$ cat src/rtl/alu_pkg.sv
// Shared types for the multi-cycle ALU: opcodes, flag bundle and FSM states.
package alu_pkg;

   typedef enum logic [3:0] {
      OP_ADD  = 4'd0,
      OP_SUB  = 4'd1,
      OP_AND  = 4'd2,
      OP_OR   = 4'd3,
      OP_XOR  = 4'd4,
      OP_NOR  = 4'd5,
      OP_SHL  = 4'd6,
      OP_SHR  = 4'd7,
      OP_SAR  = 4'd8,
      OP_MUL  = 4'd9,
      OP_SLT  = 4'd10,
      OP_SLTU = 4'd11
   } alu_op_e;

   typedef struct packed {
      logic z;
      logic c;
      logic n;
      logic v;
   } alu_flags_t;

   typedef enum logic [1:0] {
      ST_IDLE,
      ST_BUSY,
      ST_DONE
   } alu_state_e;

   // Flag value held while no result has been produced yet (result 0 => Zero set).
   localparam alu_flags_t FLAGS_RESET = '{z: 1'b1, c: 1'b0, n: 1'b0, v: 1'b0};

endpackage

$ cat src/rtl/alu_mc_if.sv
// Issue/writeback handshake bundle of the multi-cycle ALU.
interface alu_mc_if #(parameter int WIDTH = 8);

   logic             in_valid;
   logic             in_ready;
   logic [WIDTH-1:0] A;
   logic [WIDTH-1:0] B;
   logic [3:0]       ALU_Sel;
   logic             out_valid;
   logic             out_ready;
   logic [WIDTH-1:0] ALU_Result;
   logic             Zero;
   logic             Carry;
   logic             Negative;
   logic             Overflow;

   // Issue stage / writeback stage side.
   modport master (
      output in_valid, A, B, ALU_Sel, out_ready,
      input  in_ready, out_valid, ALU_Result, Zero, Carry, Negative, Overflow
   );

   // ALU side.
   modport slave (
      input  in_valid, A, B, ALU_Sel, out_ready,
      output in_ready, out_valid, ALU_Result, Zero, Carry, Negative, Overflow
   );

endinterface

$ cat src/rtl/alu_mul_seq.sv
// Iterative shift-add multiplier: one partial product per cycle, WIDTH cycles.
// done is asserted combinationally during the final iteration so the caller
// can register the finished product on the same edge the last add completes.
module alu_mul_seq #(
   parameter int WIDTH = 8
) (
   input  logic             clk,
   input  logic             rst,
   input  logic             start,
   input  logic [WIDTH-1:0] a,
   input  logic [WIDTH-1:0] b,
   output logic             done,
   output logic [WIDTH-1:0] product,
   output logic             upper_nz
);

   localparam int CW = $clog2(WIDTH) + 1;

   logic [2*WIDTH-1:0] a_q;
   logic [2*WIDTH-1:0] acc_q;
   logic [2*WIDTH-1:0] acc_next;
   logic [WIDTH-1:0]   b_q;
   logic [CW-1:0]      cnt_q;

   assign acc_next = acc_q + (b_q[0] ? a_q : '0);
   assign done     = (cnt_q == CW'(1));
   assign product  = acc_next[WIDTH-1:0];
   assign upper_nz = |acc_next[2*WIDTH-1:WIDTH];

   // Load operands on start, then add/shift once per cycle until the counter empties.
   // NOTE: sequential state uses <= so every register samples pre-edge values.
   always_ff @(posedge clk) begin
      if (rst) begin
         a_q   <= '0;
         b_q   <= '0;
         acc_q <= '0;
         cnt_q <= '0;
      end else if (start) begin
         a_q   <= {{WIDTH{1'b0}}, a};
         b_q   <= b;
         acc_q <= '0;
         cnt_q <= CW'(WIDTH);
      end else if (cnt_q != '0) begin
         acc_q <= acc_next;
         a_q   <= a_q << 1;
         b_q   <= b_q >> 1;
         cnt_q <= cnt_q - CW'(1);
      end
   end

endmodule

$ cat src/rtl/alu_mc.sv
// Multi-cycle ALU: single-cycle logic/arith/shift ops, sequential multiply,
// registered result and flags behind valid/ready handshakes on both sides.
module alu_mc #(
   parameter int WIDTH = 8
) (
   input logic     clk,
   input logic     rst,
   alu_mc_if.slave bus
);

   import alu_pkg::*;

   localparam int SW = $clog2(WIDTH);

   alu_state_e       state_q, state_d;
   alu_op_e          op;
   logic [WIDTH-1:0] res_q, alu_res, mul_res;
   alu_flags_t       flags_q, alu_flags;
   logic [WIDTH:0]   sum, diff;
   logic [SW-1:0]    shamt;
   logic             in_ready, accept, load_alu, mul_start, mul_done, mul_carry;

   assign op     = alu_op_e'(bus.ALU_Sel);
   assign shamt  = bus.B[SW-1:0];
   assign sum    = {1'b0, bus.A} + {1'b0, bus.B};
   assign diff   = {1'b0, bus.A} - {1'b0, bus.B};

   // A slot opens when idle, or when the held result is being consumed this cycle.
   assign in_ready = (state_q == ST_IDLE) || ((state_q == ST_DONE) && bus.out_ready);
   assign accept   = bus.in_valid && in_ready;

   alu_mul_seq #(.WIDTH(WIDTH)) u_mul (
      .clk      (clk),
      .rst      (rst),
      .start    (mul_start),
      .a        (bus.A),
      .b        (bus.B),
      .done     (mul_done),
      .product  (mul_res),
      .upper_nz (mul_carry)
   );

   // Single-cycle datapath; illegal opcodes fall through to result 0.
   // NOTE: every always_comb output gets a default first so no latch is inferred.
   always_comb begin
      alu_res   = '0;
      alu_flags = '0;
      case (op)
         OP_ADD: begin
            alu_res     = sum[WIDTH-1:0];
            alu_flags.c = sum[WIDTH];
            alu_flags.v = (bus.A[WIDTH-1] == bus.B[WIDTH-1]) && (sum[WIDTH-1] != bus.A[WIDTH-1]);
         end
         OP_SUB: begin
            alu_res     = diff[WIDTH-1:0];
            alu_flags.c = diff[WIDTH];
            alu_flags.v = (bus.A[WIDTH-1] != bus.B[WIDTH-1]) && (diff[WIDTH-1] != bus.A[WIDTH-1]);
         end
         OP_AND:  alu_res = bus.A & bus.B;
         OP_OR:   alu_res = bus.A | bus.B;
         OP_XOR:  alu_res = bus.A ^ bus.B;
         OP_NOR:  alu_res = ~(bus.A | bus.B);
         OP_SHL:  alu_res = bus.A << shamt;
         OP_SHR:  alu_res = bus.A >> shamt;
         OP_SAR:  alu_res = WIDTH'($signed(bus.A) >>> shamt);
         OP_SLT:  alu_res = {{(WIDTH-1){1'b0}}, ($signed(bus.A) < $signed(bus.B))};
         OP_SLTU: alu_res = {{(WIDTH-1){1'b0}}, diff[WIDTH]};
         default: alu_res = '0;
      endcase
      alu_flags.z = (alu_res == '0);
      alu_flags.n = alu_res[WIDTH-1];
   end

   // Next-state logic: route accepted ops to DONE or BUSY, drain DONE on out_ready.
   always_comb begin
      state_d   = state_q;
      load_alu  = 1'b0;
      mul_start = 1'b0;
      case (state_q)
         ST_IDLE, ST_DONE: begin
            if (accept) begin
               if (op == OP_MUL) begin
                  mul_start = 1'b1;
                  state_d   = ST_BUSY;
               end else begin
                  load_alu = 1'b1;
                  state_d  = ST_DONE;
               end
            end else if ((state_q == ST_DONE) && bus.out_ready) begin
               state_d = ST_IDLE;
            end
         end
         ST_BUSY: if (mul_done) state_d = ST_DONE;
         default: state_d = ST_IDLE;
      endcase
   end

   // FSM state register.
   always_ff @(posedge clk) begin
      if (rst) state_q <= ST_IDLE;
      else     state_q <= state_d;
   end

   // Output register: written only with a finished result, so nothing partial leaks out.
   always_ff @(posedge clk) begin
      if (rst) begin
         res_q   <= '0;
         flags_q <= FLAGS_RESET;
      end else if (load_alu) begin
         res_q   <= alu_res;
         flags_q <= alu_flags;
      end else if ((state_q == ST_BUSY) && mul_done) begin
         res_q   <= mul_res;
         flags_q <= '{z: (mul_res == '0), c: mul_carry, n: mul_res[WIDTH-1], v: 1'b0};
      end
   end

   assign bus.in_ready   = in_ready;
   assign bus.out_valid  = (state_q == ST_DONE);
   assign bus.ALU_Result = res_q;
   assign bus.Zero       = flags_q.z;
   assign bus.Carry      = flags_q.c;
   assign bus.Negative   = flags_q.n;
   assign bus.Overflow   = flags_q.v;

endmodule

$ cat src/flat_wrapper.sv
// flat-port wrapper written by rule: the top's interface ports become plain ports
module alu_mc_flat import alu_pkg::*;
#(
   parameter int WIDTH = 8
)
  (clk, rst, bus_in_valid, bus_A, bus_B, bus_ALU_Sel, bus_out_ready, bus_in_ready, bus_out_valid, bus_ALU_Result, bus_Zero, bus_Carry, bus_Negative, bus_Overflow);
  alu_mc_if #(.WIDTH(WIDTH)) bus_i ();
  input logic clk;
  input logic rst;
  input wire logic [$bits(bus_i.in_valid)-1:0] bus_in_valid;
  input wire logic [$bits(bus_i.A)-1:0] bus_A;
  input wire logic [$bits(bus_i.B)-1:0] bus_B;
  input wire logic [$bits(bus_i.ALU_Sel)-1:0] bus_ALU_Sel;
  input wire logic [$bits(bus_i.out_ready)-1:0] bus_out_ready;
  output wire logic [$bits(bus_i.in_ready)-1:0] bus_in_ready;
  output wire logic [$bits(bus_i.out_valid)-1:0] bus_out_valid;
  output wire logic [$bits(bus_i.ALU_Result)-1:0] bus_ALU_Result;
  output wire logic [$bits(bus_i.Zero)-1:0] bus_Zero;
  output wire logic [$bits(bus_i.Carry)-1:0] bus_Carry;
  output wire logic [$bits(bus_i.Negative)-1:0] bus_Negative;
  output wire logic [$bits(bus_i.Overflow)-1:0] bus_Overflow;
  assign bus_i.in_valid = bus_in_valid;
  assign bus_i.A = bus_A;
  assign bus_i.B = bus_B;
  assign bus_i.ALU_Sel = bus_ALU_Sel;
  assign bus_i.out_ready = bus_out_ready;
  assign bus_in_ready = bus_i.in_ready;
  assign bus_out_valid = bus_i.out_valid;
  assign bus_ALU_Result = bus_i.ALU_Result;
  assign bus_Zero = bus_i.Zero;
  assign bus_Carry = bus_i.Carry;
  assign bus_Negative = bus_i.Negative;
  assign bus_Overflow = bus_i.Overflow;
  alu_mc #(.WIDTH(WIDTH)) u_core (.clk(clk), .rst(rst), .bus(bus_i));
endmodule
$ cat config.mk
export PLATFORM = sky130hd
export DESIGN_NAME = alu_mc_flat
export DESIGN_NICKNAME = d
export VERILOG_FILES = /design/src/rtl/alu_pkg.sv /design/src/rtl/alu_mc_if.sv /design/src/rtl/alu_mul_seq.sv /design/src/rtl/alu_mc.sv /design/src/flat_wrapper.sv
export SDC_FILE = /design/constraint.sdc
export NUM_CORES = 1
export LEC_CHECK = 0
export BUFFER_PORTS_ARGS = -buffer_cell sky130_fd_sc_hd__buf_4
export CAP_MARGIN = 30
export CORE_MARGIN = 2
export CORE_UTILIZATION = 31
export CTS_CLUSTER_SIZE = 14
export DETAILED_ROUTE_END_ITERATION = 8
export PLACE_DENSITY = 0.45
export SYNTH_ARGS = -nofsm -noshare
export SYNTH_HDL_FRONTEND = slang
export SYNTH_SLANG_ARGS = --single-unit
export TNS_END_PERCENT = 30
$ cat constraint.sdc
create_clock -name clk -period 4.65 [get_ports clk]
set_input_delay 0 -clock clk [delete_from_list [all_inputs] [get_ports clk]]
set_output_delay 0 -clock clk [all_outputs]
set_load 0.02 [all_outputs]
==> flow_summary_export.csv <==
group,metric,value,unit
route,drtIter0Drc,414,
critical_path,cp.arrival,3950,ps
yosys,synth_top_cells_by_count,"101 x nand2_1, 60 x a21oi_1, 60 x nor2_1",
yosys,ys_seq_elements,57,
global_route,grt.total_usage,18.5,%
critical_path,cp_max_fo,17,
timing,setup_ws,912,ps
clock_network,holdBufCountCts,3,
clock_network,cts_tree,"done",
cells_and_area,post-route-util,36.2,%
yosys,synth_nets,734,
global_route,grt_pass1_wl,25900,µm
yosys,netlist_area,5010,µm²
clock_network,clk_pin_slew_worst_paths,50,ps
critical_path,reg2reg_depth,11,
floorplan,initial_utilization,31.7,%
timing,slew_viol_final,0,
placement,place_congestion,0.930,
timing,worstMarginPinSlew,870,ps
cells_and_area,layout-drive-gt1-share,10.3,%
clock_network,cts_buffers,9,
route,wl_per_cell,17.8,µm
critical_path,r2r-start,"u_core.u_mul.b_q[0]",
yosys,synth.distinct_cells,74,
route,num_vias,4977,
global_route,grt_max_degree,46,
route,ant_nets,0,
global_route,antenna_found_initial,0,
critical_path,end_kind,"register",
power,worst_ir_drop_vdd,214,µV
placement,port_buffers,37,
clock_network,cts.sinks,57,
route,drt-total-wl,15900,µm
timing,setup-violations-final,0,
power,leakage,2.30,nW
yosys,synth.top_cell.area_share,22.8,%
cells_and_area,diodes,0,
worst_hold_path,hold_depth,3,
timing,max-slew-margin-rel,41.2,%
floorplan,die_w,131,µm
timing,fmax,0.267,GHz
cells_and_area,fin_nets,748,
critical_path,r2r_slack,910,ps
clock_network,post_cts_buffers,0,
cells_and_area,instances_no_fill,896,
floorplan,ioPinCount,38,
clock_network,post_cts_resized,0,
critical_path,cp_data_required_time,4860,ps
yosys,syn_avg_cell_area,7.58,µm²
timing,fin_crit_sh,80.4,%
yosys,synthFlopType,"dfxtp_1",
critical_path,r2r-end,"u_core.bus.Carry",
yosys,async_reset_ff_share,0,%
route,via_per_inst,5.55,
critical_path,start_kind,"register",
timing,tns,0,ps
clock_network,htreeDepth,3,
critical_path,crit_type,"reg2reg",
yosys,ys_warn_count,0,
clock_network,cts_buffer_depth,2,
yosys,synthCells,662,
placement,preCtsSetupSlack,989,ps
timing,fin_skew,7.46,ps
floorplan,dieArea,17200,µm²
global_route,overflow,0,
power,pwr_density_cell,314,nW/µm²
placement,dpl.hpwl,11600,µm
yosys,yosys.area.top_type,"dfxtp_1",
worst_hold_path,min_from,"bus_B[6]",
yosys,yosysSeqAreaShare,22.8,%
outcome,status,"completed",
route,drc,0,
floorplan,fp.coreArea,15800,µm²
timing,finalHoldViolCount,0,
placement,place_inst,877,
route,drt_pre_antenna_iters,5,
yosys,synth-edff-count,0,
run,maxCapViolCount,0,
worst_hold_path,worstHoldEndpoint,"u_core.u_mul.b_q[6]",
yosys,synth_area_leaders,"dfxtp_1 23%, ha_1 11%, nand2_1 7.6%, a21oi_1 6.0%, nor2_1 4.5%",
floorplan,row_count,46,
global_route,first_global_vias,4767,
yosys,yosysMostFrequentCell,"nand2_1",
clock_network,clock_latency,330,ps
timing,min_period,3740,ps
clock_network,root_buffer,"clkbuf_16",
floorplan,die_height,131,µm
worst_hold_path,hold_path_class,"in2reg",
timing,rsz0062_at_grt,"false",
cells_and_area,area_growth,14.3,%
==> through the flow <==
step                power [mW]  instance area, µm²  hold WS [ps]
CTS                       1.82                5710         0.331
global route              1.91                5730          18.2
detailed placement        1.22                5410           286
floorplan                 1.02                5010           136
finish                    1.80                5730          10.9
global placement          1.21                5410           269
==> logic make-up (layout without fill, tap and decap cells) <==
logic type / after synthesis / in the layout / synth area share, %
XOR/XNOR: 17 / 17 / 2.97
AND/OR/NAND/NOR: 259 / 259 / 24.6
flip-flops: 57 / 57 / 22.8
adder cells (fa/ha/maj): 48 / 48 / 12.4
multiplexers: 13 / 13 / 4.52
buffers and inverters: 76 / 94 / 6.29
AO/OA/AOI/OAI: 192 / 192 / 26.5
==> placed cells by master, fill, tap and decap left out, types with 9 or more instances in the layout <==
cell type  synthesis  layout
nand3_1           12      12
o21ai_0           20      20
inv_1             31      31
a311oi_1          15      15
nor2b_1           10      10
buf_4              2      43
a21oi_1           60      60
nor2_1            60      60
xnor2_1           10      10
a211oi_1          13      13
and2_1            15      15
a221oi_1          11      11
nor3_1            16      16
nand2_1          101     101
clkbuf_16          0       9
ha_1              45      45
dfxtp_1           57      57
==> flip-flops by register name (all words and copies together), names as in the netlist <==
name                   flops
u_core.bus.Overflow        1
u_core.bus.Negative        1
u_core.bus.Carry           1
u_core.u_mul.acc_q        16
u_core.u_mul.cnt_q         4
u_core.u_mul.a_q          16
u_core.bus.ALU_Result      7
u_core.bus.Zero            1
u_core.u_mul.b_q           8
u_core.state_q             2
==> power breakdown <==
part	internal (mW)	switching [mW]	total, mW
Clock	0.370	0.223	0.593
Combinational	0.205	0.444	0.648
Sequential	0.530	0.0299	0.560
==> final cells by class <==
class	count	area (µm²)
Clock buffer	12	246
Clock inverter	3	17.5
Fill cell	1659	10100
Inverter	32	120
Multi-Input combinational cell	529	3560
Sequential cell	57	1140
Tap cell	216	270
Timing Repair Buffer	47	380
==> critical path, stage by stage (launching register included) <==
cell,delay [ps]
dfxtp_1,640
nand2_1,180
inv_1,100
ha_1,240
a211oi_1,350
nor2_1,150
a211oi_1,400
nor2_1,140
xnor2_1,180
or4_1,520
or4b_1,470
o31a_1,260
==> how the worst max path moves through the flow <==
stage | from | to | slack, ps
2_1_floorplan | u_core.u_mul.b_q[0] | u_core.bus.Carry | 1430
5_1_grt | u_core.u_mul.b_q[0] | u_core.bus.Carry | 680
4_1_cts | u_core.u_mul.b_q[0] | u_core.bus.Carry | 960
6_report | u_core.u_mul.b_q[0] | u_core.bus.Carry | 910
3_5_place_dp | u_core.u_mul.b_q[0] | u_core.bus.Carry | 990
3_3_place_gp | u_core.u_mul.b_q[0] | u_core.bus.Carry | 1130
==> routing by layer <==
| layer | GRT usage, % | vias up | part of all wire (%) |
|---|---|---|---|
| met1 | 26.5 | 2407 | 50 |
| met5 | 0 | - | 0 |
| met2 | 28.4 | 120 | 43 |
| met4 | 4.23 | 0 | 1.6 |
| li1 | - | 2427 | - |
| met3 | 3.86 | 23 | 5.0 |
Power figures use the tool's default switching activity.
